`config.mk`:
```
export PLATFORM = sky130hd
export DESIGN_NAME = apple_spawn_ctrl
export DESIGN_NICKNAME = d
export VERILOG_FILES = /design/src/rtl/apple_spawn_ctrl.sv
export SDC_FILE = /design/constraint.sdc
export NUM_CORES = 1
export LEC_CHECK = 0
export BUFFER_PORTS_ARGS = -buffer_cell sky130_fd_sc_hd__buf_2
export CAP_MARGIN = 25
export CORE_MARGIN = 5
export CORE_UTILIZATION = 35
export DETAILED_ROUTE_END_ITERATION = 7
export GPL_ROUTABILITY_DRIVEN = 0
export PLACE_DENSITY = 0.63
export REMOVE_ABC_BUFFERS = 1
export SYNTH_ARGS = -nofsm -noshare
export SYNTH_HDL_FRONTEND = slang
export SYNTH_SLANG_ARGS = --single-unit
```
`constraint.sdc`:
```
create_clock -name clk_50MHz -period 3.3 [get_ports clk_50MHz]
set_input_delay 0.33 -clock clk_50MHz [delete_from_list [all_inputs] [get_ports clk_50MHz]]
set_output_delay 0.33 -clock clk_50MHz [all_outputs]
set_load 0.01 [all_outputs]
```
`src/rtl/apple_spawn_ctrl.sv`:
```
`default_nettype none
// ============================================================================
//  Module   : apple_spawn_ctrl
//  Purpose  : Owns the snake apple. Detects head/apple collision, pulses a
//             grow request, keeps a saturating score and respawns the apple
//             at a pseudo-random in-bounds cell that is not under the body.
//             The body is scanned through a RAM read port with one cycle of
//             read latency, and a fresh candidate is drawn after any hit.
//  Revision : 1.0  initial release
// ----------------------------------------------------------------------------
//  Ports
//    clk_50MHz      system clock
//    rst_n          synchronous active-low reset
//    mode_i         0 = menu, 1 = play, 2/3 = game over
//    head_x_i/_y_i  snake head cell
//    snake_len_i    segment count including head (0 is treated as 1)
//    seg_addr_o     body RAM read address (index 0 = head)
//    seg_x_i/_y_i   body RAM data, valid the cycle after seg_addr_o
//    apple_x_o/_y_o apple cell
//    apple_valid_o  apple placed; the renderer draws it only when high
//    apple_eaten_o  one-cycle pulse per eat; movement grows the snake
//    busy_o         respawn in progress; movement stalls while high
//    score_o        apples eaten, saturating at 255
// ============================================================================
module apple_spawn_ctrl #(
    parameter int GRID_W  = 40,
    parameter int GRID_H  = 30,
    parameter int MAX_LEN = 64,
    parameter int DEF_X   = 25,
    parameter int DEF_Y   = 15
) (
    input  logic       clk_50MHz,
    input  logic       rst_n,
    input  logic [1:0] mode_i,
    input  logic [5:0] head_x_i,
    input  logic [5:0] head_y_i,
    input  logic [6:0] snake_len_i,
    output logic [5:0] seg_addr_o,
    input  logic [5:0] seg_x_i,
    input  logic [5:0] seg_y_i,
    output logic [5:0] apple_x_o,
    output logic [5:0] apple_y_o,
    output logic       apple_valid_o,
    output logic       apple_eaten_o,
    output logic       busy_o,
    output logic [7:0] score_o
);

    localparam logic [5:0]  c_SPAN_X    = 6'(GRID_W - 2);
    localparam logic [5:0]  c_SPAN_Y    = 6'(GRID_H - 2);
    localparam logic [5:0]  c_DEF_X     = 6'(DEF_X);
    localparam logic [5:0]  c_DEF_Y     = 6'(DEF_Y);
    localparam logic [6:0]  c_MAX_LEN   = 7'(MAX_LEN);
    localparam logic [15:0] c_LFSR_SEED = 16'hACE1;

    typedef enum logic [2:0] {
        S_IDLE   = 3'd0,
        S_PLAY   = 3'd1,
        S_GEN    = 3'd2,
        S_SCAN   = 3'd3,
        S_COMMIT = 3'd4
    } state_t;

    state_t      state_q, state_d;
    logic [15:0] lfsr_q, lfsr_d;
    logic [5:0]  apple_x_q, apple_x_d;
    logic [5:0]  apple_y_q, apple_y_d;
    logic        apple_valid_q, apple_valid_d;
    logic        eaten_q, eaten_d;
    logic [7:0]  score_q, score_d;
    logic [5:0]  seg_addr_q, seg_addr_d;
    logic [5:0]  cand_x_q, cand_x_d;
    logic [5:0]  cand_y_q, cand_y_d;
    logic [6:0]  len_q, len_d;
    // cmp_vld: a read was issued last cycle, so seg_x/seg_y hold its data.
    // cmp_last: that read was the final body index.
    logic        cmp_vld_q, cmp_vld_d;
    logic        cmp_last_q, cmp_last_d;

    logic        w_match;
    logic        w_last_issue;
    logic [6:0]  w_len;

    // Fold 0..63 into 0..span-1 with two conditional subtractions, then
    // shift into 1..span so the border cells are never chosen.
    function automatic logic [5:0] f_wrap(input logic [5:0] v, input logic [5:0] span);
        logic [5:0] r;
        r = v;
        if (r >= span) r = r - span;
        if (r >= span) r = r - span;
        return r + 6'd1;
    endfunction

    assign w_match      = (seg_x_i == cand_x_q) && (seg_y_i == cand_y_q);
    assign w_last_issue = ({1'b0, seg_addr_q} == (len_q - 7'd1));
    assign w_len        = (snake_len_i == 7'd0)     ? 7'd1 :
                          (snake_len_i > c_MAX_LEN) ? c_MAX_LEN : snake_len_i;

    always_ff @(posedge clk_50MHz) begin
        if (!rst_n) begin
            state_q       <= S_IDLE;
            lfsr_q        <= c_LFSR_SEED;
            apple_x_q     <= c_DEF_X;
            apple_y_q     <= c_DEF_Y;
            apple_valid_q <= 1'b1;
            eaten_q       <= 1'b0;
            score_q       <= 8'd0;
            seg_addr_q    <= 6'd0;
            cand_x_q      <= 6'd0;
            cand_y_q      <= 6'd0;
            len_q         <= 7'd1;
            cmp_vld_q     <= 1'b0;
            cmp_last_q    <= 1'b0;
        end else begin
            state_q       <= state_d;
            lfsr_q        <= lfsr_d;
            apple_x_q     <= apple_x_d;
            apple_y_q     <= apple_y_d;
            apple_valid_q <= apple_valid_d;
            eaten_q       <= eaten_d;
            score_q       <= score_d;
            seg_addr_q    <= seg_addr_d;
            cand_x_q      <= cand_x_d;
            cand_y_q      <= cand_y_d;
            len_q         <= len_d;
            cmp_vld_q     <= cmp_vld_d;
            cmp_last_q    <= cmp_last_d;
        end
    end

    always_comb begin
        state_d       = state_q;
        // Fibonacci taps 16,14,13,11 -> bits 15,13,12,10; free-running.
        lfsr_d        = {lfsr_q[14:0], lfsr_q[15] ^ lfsr_q[13] ^ lfsr_q[12] ^ lfsr_q[10]};
        apple_x_d     = apple_x_q;
        apple_y_d     = apple_y_q;
        apple_valid_d = apple_valid_q;
        eaten_d       = 1'b0;
        score_d       = score_q;
        seg_addr_d    = seg_addr_q;
        cand_x_d      = cand_x_q;
        cand_y_d      = cand_y_q;
        len_d         = len_q;
        cmp_vld_d     = 1'b0;
        cmp_last_d    = cmp_last_q;

        if (state_q == S_IDLE) begin
            apple_x_d     = c_DEF_X;
            apple_y_d     = c_DEF_Y;
            apple_valid_d = 1'b1;
            if (mode_i == 2'd0) score_d = 8'd0;
            if (mode_i == 2'd1) state_d = S_PLAY;
        end else if (mode_i != 2'd1) begin
            // Leaving play abandons any respawn and parks the apple.
            state_d       = S_IDLE;
            apple_x_d     = c_DEF_X;
            apple_y_d     = c_DEF_Y;
            apple_valid_d = 1'b1;
        end else begin
            case (state_q)
                S_PLAY: begin
                    if (apple_valid_q && (head_x_i == apple_x_q) && (head_y_i == apple_y_q)) begin
                        eaten_d       = 1'b1;
                        apple_valid_d = 1'b0;
                        if (score_q != 8'hFF) score_d = score_q + 8'd1;
                        state_d       = S_GEN;
                    end
                end
                S_GEN: begin
                    cand_x_d   = f_wrap(lfsr_q[5:0], c_SPAN_X);
                    cand_y_d   = f_wrap(lfsr_q[13:8], c_SPAN_Y);
                    seg_addr_d = 6'd0;
                    len_d      = w_len;
                    state_d    = S_SCAN;
                end
                S_SCAN: begin
                    if (cmp_vld_q && w_match) begin
                        state_d = S_GEN;
                    end else if (cmp_vld_q && cmp_last_q) begin
                        state_d = S_COMMIT;
                    end else begin
                        // Address on seg_addr this cycle is being read; its
                        // data is compared next cycle. Hold at the last index.
                        cmp_vld_d  = 1'b1;
                        cmp_last_d = w_last_issue;
                        if (!w_last_issue) seg_addr_d = seg_addr_q + 6'd1;
                    end
                end
                S_COMMIT: begin
                    apple_x_d     = cand_x_q;
                    apple_y_d     = cand_y_q;
                    apple_valid_d = 1'b1;
                    state_d       = S_PLAY;
                end
                default: begin
                    state_d = S_IDLE;
                end
            endcase
        end
    end

    assign seg_addr_o    = seg_addr_q;
    assign apple_x_o     = apple_x_q;
    assign apple_y_o     = apple_y_q;
    assign apple_valid_o = apple_valid_q;
    assign apple_eaten_o = eaten_q;
    assign score_o       = score_q;
    assign busy_o        = (state_q == S_GEN) || (state_q == S_SCAN) || (state_q == S_COMMIT);

endmodule
`default_nettype wire

```
* Word level (Yosys, flattened, before mapping)
Cells that the tools add are included.
** Cells by class
- Shift-type cells :: 0
- Divide/modulo/power cells :: 0
- Add/subtract/negate cells :: 9
- Order comparisons :: 5
- Muxes and demuxes :: 39
- Equal/unequal tests :: 21
- Reductions and logical operators :: 24
- Bitwise operators :: 10
- $mul :: 0
** Operator list (number)
- $mux 6 :: 19
- $mux 8 :: 6
- $eq 6x6->1 :: 4
- $add 6x1->6 const B :: 3
- $mux 3 :: 6
- $mux 7 :: 2
- $ge 6x5->1 const B :: 2
- $ge 6x6->1 const B :: 2
- $pmux 3 s4 :: 1
- $pmux 6 s2 :: 1
- $sub 6x5->6 const B :: 2
- $sub 6x6->6 const B :: 2
- $ne 2x2->1 const B :: 5
- $reduce_and 5->1 :: 2
- $reduce_bool 2->1 :: 5
- $add 8x1->8 const B :: 1
- $ne 8x8->1 const B :: 1
- $eq 6x7->1 :: 1
- $gt 7x7->1 const B :: 1
- $logic_not 7->1 :: 1
- $not 1->1 :: 7
- $sub 7x1->7 const B :: 1
- $eq 3x2->1 const B :: 2
- $ne 2x1->1 const B :: 3
- 18 further kinds :: 28
** Storage, ports and cells
- Logic and storage cells :: 121
- Memories kept :: 0
- Bits in read-only memories :: 0
- Bits in writable memories :: 0
- Output and inout port bits :: 29
- Register bits after elaboration :: 68
- Bits in latches :: 0

* Logic depth before layout (Yosys ltp)
- Depth in word-level cells :: 11
- Depth in mapped cells :: 12
- Gate-level depth less buffers :: 12

* Worst setup path before layout
OpenSTA, ideal clock, no wires.
- Path type :: register to register
- From :: register lfsr_q[1]
- To :: register cand_x_q[5]
- Clock period less this slack :: 2.499 ns
- Arrival :: 2.429 ns
- Cell stages (with the launch flop) :: 11
- Path slack :: 0.801 ns
- Cell sequence :: dfxtp_1 -> ha_1 -> nor2b_1 -> or3_1 -> or2_2 -> a31oi_1 -> ha_1 -> inv_1 -> a221o_1 -> or3_1 -> a21oi_1
** On the way
- Word-level cells in the longest chain between the ends :: 11
- Elaborated cells between the ends (all ways) :: 13
** RTL lines
- from (decl) :: RTL line 65 : logic [15:0] lfsr_q, lfsr_d;
- from (signal assigned) :: RTL line 102 : lfsr_q <= c_LFSR_SEED;
- from (signal assigned) :: RTL line 116 : lfsr_q <= lfsr_d;
- $sub 6x6->6 or $ge 6x6->1 (tied branches) :: RTL line 89 : if (r >= span) r = r - span;
- $mux 6 * :: RTL line 89
- $mux 6 * :: RTL line 160 : case (state_q)
- $mux 6 * :: RTL line 153 : end else if (mode_i != 2'd1) begin
- $mux 6 * :: RTL line 147 : if (state_q == S_IDLE) begin
- $sub 6x6->6 or $ge 6x6->1 (tied branches) :: RTL line 90 : if (r >= span) r = r - span;
- $mux 6 * :: RTL line 90
- $mux 6 * :: RTL line 160
- $mux 6 * :: RTL line 153
- $mux 6 * :: RTL line 147
- $add 6x1->6 * :: RTL line 91 : return r + 6'd1;
- to (signal assigned) :: RTL line 123 : cand_x_q <= cand_x_d;
- to (decl) :: RTL line 72 : logic [5:0] cand_x_q, cand_x_d;
Mark *: on every way between the ends. The rest lies on a longest branch, timed or not. The select of a mux whose other input is x is not followed.
A chain may end at the register's enable or synchronous reset.

* Final worst setup path
- From :: register lfsr_q[10]
- To :: register cand_y_q[5]
** On the way
- Word-level cells in the longest chain between the ends :: 11
- Elaborated cells between the ends (all ways) :: 13
** RTL lines
- $sub 6x5->6 or $ge 6x5->1 (tied branches) :: RTL line 89
- $mux 6 * :: RTL line 89
- $mux 6 * :: RTL line 160
- $mux 6 * :: RTL line 153
- $mux 6 * :: RTL line 147
- $sub 6x5->6 or $ge 6x5->1 (tied branches) :: RTL line 90
- $mux 6 * :: RTL line 90
- $mux 6 * :: RTL line 160
- $mux 6 * :: RTL line 153
- $mux 6 * :: RTL line 147
- $add 6x1->6 * :: RTL line 91
- to (signal assigned) :: RTL line 124 : cand_y_q <= cand_y_d;
- to (decl) :: RTL line 73 : logic [5:0] cand_y_q, cand_y_d;
Marked as above.

==> flow_metrics.tcl <==
set metrics [dict create \
    status "complete, no violations" \
    cts_made_buffers 9 \
    vias 3180 \
    path_depth 8 \
    die_area_sq_um 12500 \
    reg2reg_from "lfsr_q[10]" \
    grt_max_degree 40 \
    synth_top_family_by_area "simple AND/OR/NAND/NOR gates" \
    drive_gt1_share_pct 18.5 \
    finClkSkew_ns 0.0151 \
    first_global_vias 3108 \
    ys_warn_count 0 \
    worst_pin_slew_ns 0.643 \
    synth_cells 433 \
    endpoint_kind "register" \
    ant_nets 0 \
    cp_slowest_stage_delay_ns 0.46 \
    worst-endpoint-arrival_ns 3.06 \
    cts.sinks 68 \
    die_h_um 112 \
    cp_max_fo 7 \
    r2r_end "cand_y_q[5]" \
    setup_tns_ns 0 \
    synth-edff-count 0 \
    clockBufferDepth 2 \
    cts_tree "done" \
    hold_path_class "input pin to register" \
    worstRegToRegCells 8 \
    power_density_nw_per_um2 432 \
    hold_viol_final 0 \
    ioPinCount 64 \
    final_area_sq_um 4270 \
    crit_required_ns 3.57 \
    portBuffers 63 \
    syn_area_sq_um 3610 \
    gr-total-overflow 0 \
    crit_path_start_kind "register" \
    maxSlewViolCount 0 \
    start_util_pct 35.5 \
    criticalPathCategory "register to register" \
    grt_setup_unrepaired "no" \
    muxShareOfSynthArea_pct 0.900 \
    async_flop_share_pct 0 \
    grt_pass1_wl_um 14700 \
    peakVddDrop_mv 0.227 \
    syn-mean-instance-area_sq_um 8.35 \
    synth_compound_area_share_pct 15.6 \
    crit_path_cell_trace "ha_1 -> a21oi_1 -> xnor2_1 -> ha_1 -> a22o_1 -> mux2i_1 -> or3b_2 -> a21oi_1" \
    slew_headroom_pct 57.1 \
    clk_root_buffer_cell "clkbuf_8" \
    antenna_cells 0 \
    wirelength_um 8660 \
    postCtsHoldBufs 0 \
    via_per_inst 5.02 \
    timing.max_cap.violations 0 \
    synth_fa_ha_area_share_pct 3.46 \
    slowest_stage "or3b_2" \
    rows 37 \
    first_pass_iters 4 \
    dp.cells 617 \
    route.detailed.drc 0 \
    finalNonFillerCells 633 \
    initialDrtViolationCount 156 \
    finalPower_w 0.00184 \
    nets 537 \
    dpl_cell_area_sq_um 4040 \
    p_leak_nw 1.70 \
    cp_top_family "adder cells" \
    synthXorXnorAreaFrac_pct 12.1 \
    wl_per_cell_um 13.7 \
    setup_slack_ns 0.507 \
    setup_viol 0 \
    fmax_mhz 358 \
    ys_dominant_reg_cell "dfxtp_1" \
    worst-path-buf-inv 0 \
    preCtsSetupSlack_ns 0.539 \
    ys_seq_area_share_pct 37.7 \
    worstSkewPairLatency_ns 0.34 \
    endpoint "cand_y_q[5]" \
    htree_levels 3 \
    post-cts-setup-buffers 0 \
    yosys.cell_types.count 58 \
    synthSimpleGateAreaFrac_pct 26.8 \
    finalCritPeriodShare_pct 84.6 \
    cts_resized 0 \
    fin_crit_ns 2.79 \
    die_w_um 112 \
    dp_hpwl_um 6570 \
    grt_use_total_pct 14.2 \
    areaGrowthSynthToFinish_pct 18.1 \
    clk_pin_slew_worst_paths_ns 0.08 \
    grt_antenna_before_repair 0 \
    r2r_setup_slack_ns 0.51 \
    startpoint "lfsr_q[10]" \
    ys_ff_latch 68 \
    core_sq_um 10200 \
]
## logic make-up (layout without fill, tap and decap cells)
logic type / Yosys count / after routing
mux: 3 / 3
flops: 68 / 68
xor+xnor: 50 / 50
buf+inv: 30 / 94
simple gates: 188 / 188
compound gates: 84 / 84
fa+ha+maj: 10 / 10
## cells in the mapped netlist, drive strengths merged, types with 3 or more instances
master | n | area [sq um]
buf | 4 | 26.3
inv | 14 | 52.6
or3 | 7 | 43.8
nor2b | 5 | 31.3
nor3 | 10 | 50.1
ha | 10 | 125
clkbuf | 12 | 45.0
o21a | 4 | 30.0
a21oi | 21 | 105
a21o | 3 | 22.5
o31ai | 3 | 22.5
nand2b | 11 | 68.8
xnor2 | 42 | 368
o21bai | 3 | 26.3
nor2 | 19 | 71.3
nand3 | 21 | 105
nand4 | 5 | 37.5
and3 | 8 | 50.1
a22o | 4 | 35.0
o21ai | 21 | 105
nand2 | 66 | 250
nor4 | 5 | 37.5
dfxtp | 68 | 1360
a31oi | 5 | 31.3
and2 | 13 | 81.3
xor2 | 8 | 70.1
nand3b | 6 | 45.0
a21boi | 7 | 52.6
## final cells by class
cell class	count	area (sq um)
fill	1054	5920
multi-input combinational	335	2130
clock buffer	10	138
tap	136	170
timing repair buffer	64	323
clock inverter	6	95.1
sequential	68	1360
inverter	14	52.6
## where the power goes
part | total (W) | internal, W | switching, W
combinational | 0.000198 | 0.0000963 | 0.000102
sequential | 0.000857 | 0.000834 | 0.0000230
clock | 0.000787 | 0.000453 | 0.000334
## through the flow
step,utilization [%],hold WS [ns]
2_1_floorplan,-,0.386
3_3_place_gp,39.6,0.395
3_5_place_dp,39.6,0.398
4_1_cts,41.9,0.197
5_1_grt,41.9,0.193
6_report,41.9,0.210
## flip-flops by register name, indices dropped and copies added (netlist names)
name           cells
apple_valid_o      1
len_q              7
score_o            8
apple_y_o          6
apple_x_o          6
lfsr_q            16
seg_addr_o         6
cmp_vld_q          1
apple_eaten_o      1
cand_x_q           6
state_q            3
cmp_last_q         1
cand_y_q           6
## layer usage
layer	wire, um	global-route usage (%)	up-vias
met5	0	0	-
met4	167	4.70	0
met3	342	3.97	12
met2	4290	24.6	56
met1	3860	17.1	1489
li1	-	-	1623
## cells in the final DEF, fill, tap and decap left out, drive strengths merged, types with 4 or more instances in the layout
cell / instances
dfxtp: 68
nand2: 66
buf: 64
xnor2: 42
a21oi: 21
nand3: 21
o21ai: 21
nor2: 19
inv: 15
and2: 13
nand2b: 11
nor3: 10
ha: 10
clkbuf: 10
xor2: 8
and3: 8
or3: 7
a21boi: 7
nand3b: 6
nor2b: 5
a31oi: 5
nand4: 5
nor4: 5
o21a: 4
a22o: 4
## worst min path at each step
stage / start / endpoint / cells past startpoint
2_1_floorplan: lfsr_q[14] / lfsr_q[15] / 1
3_3_place_gp: lfsr_q[6] / lfsr_q[7] / 1
3_5_place_dp: lfsr_q[6] / lfsr_q[7] / 1
4_1_cts: snake_len_i[1] / len_q[1] / 3
5_1_grt: snake_len_i[3] / len_q[3] / 2
6_report: snake_len_i[1] / len_q[1] / 3
## worst min-delay path, stage by stage
cell and delay [ns]:
buf_2 0.08, nand2_1 0.04, o21ai_0 0.05
Note: power is estimated with default switching activity, not from simulation.
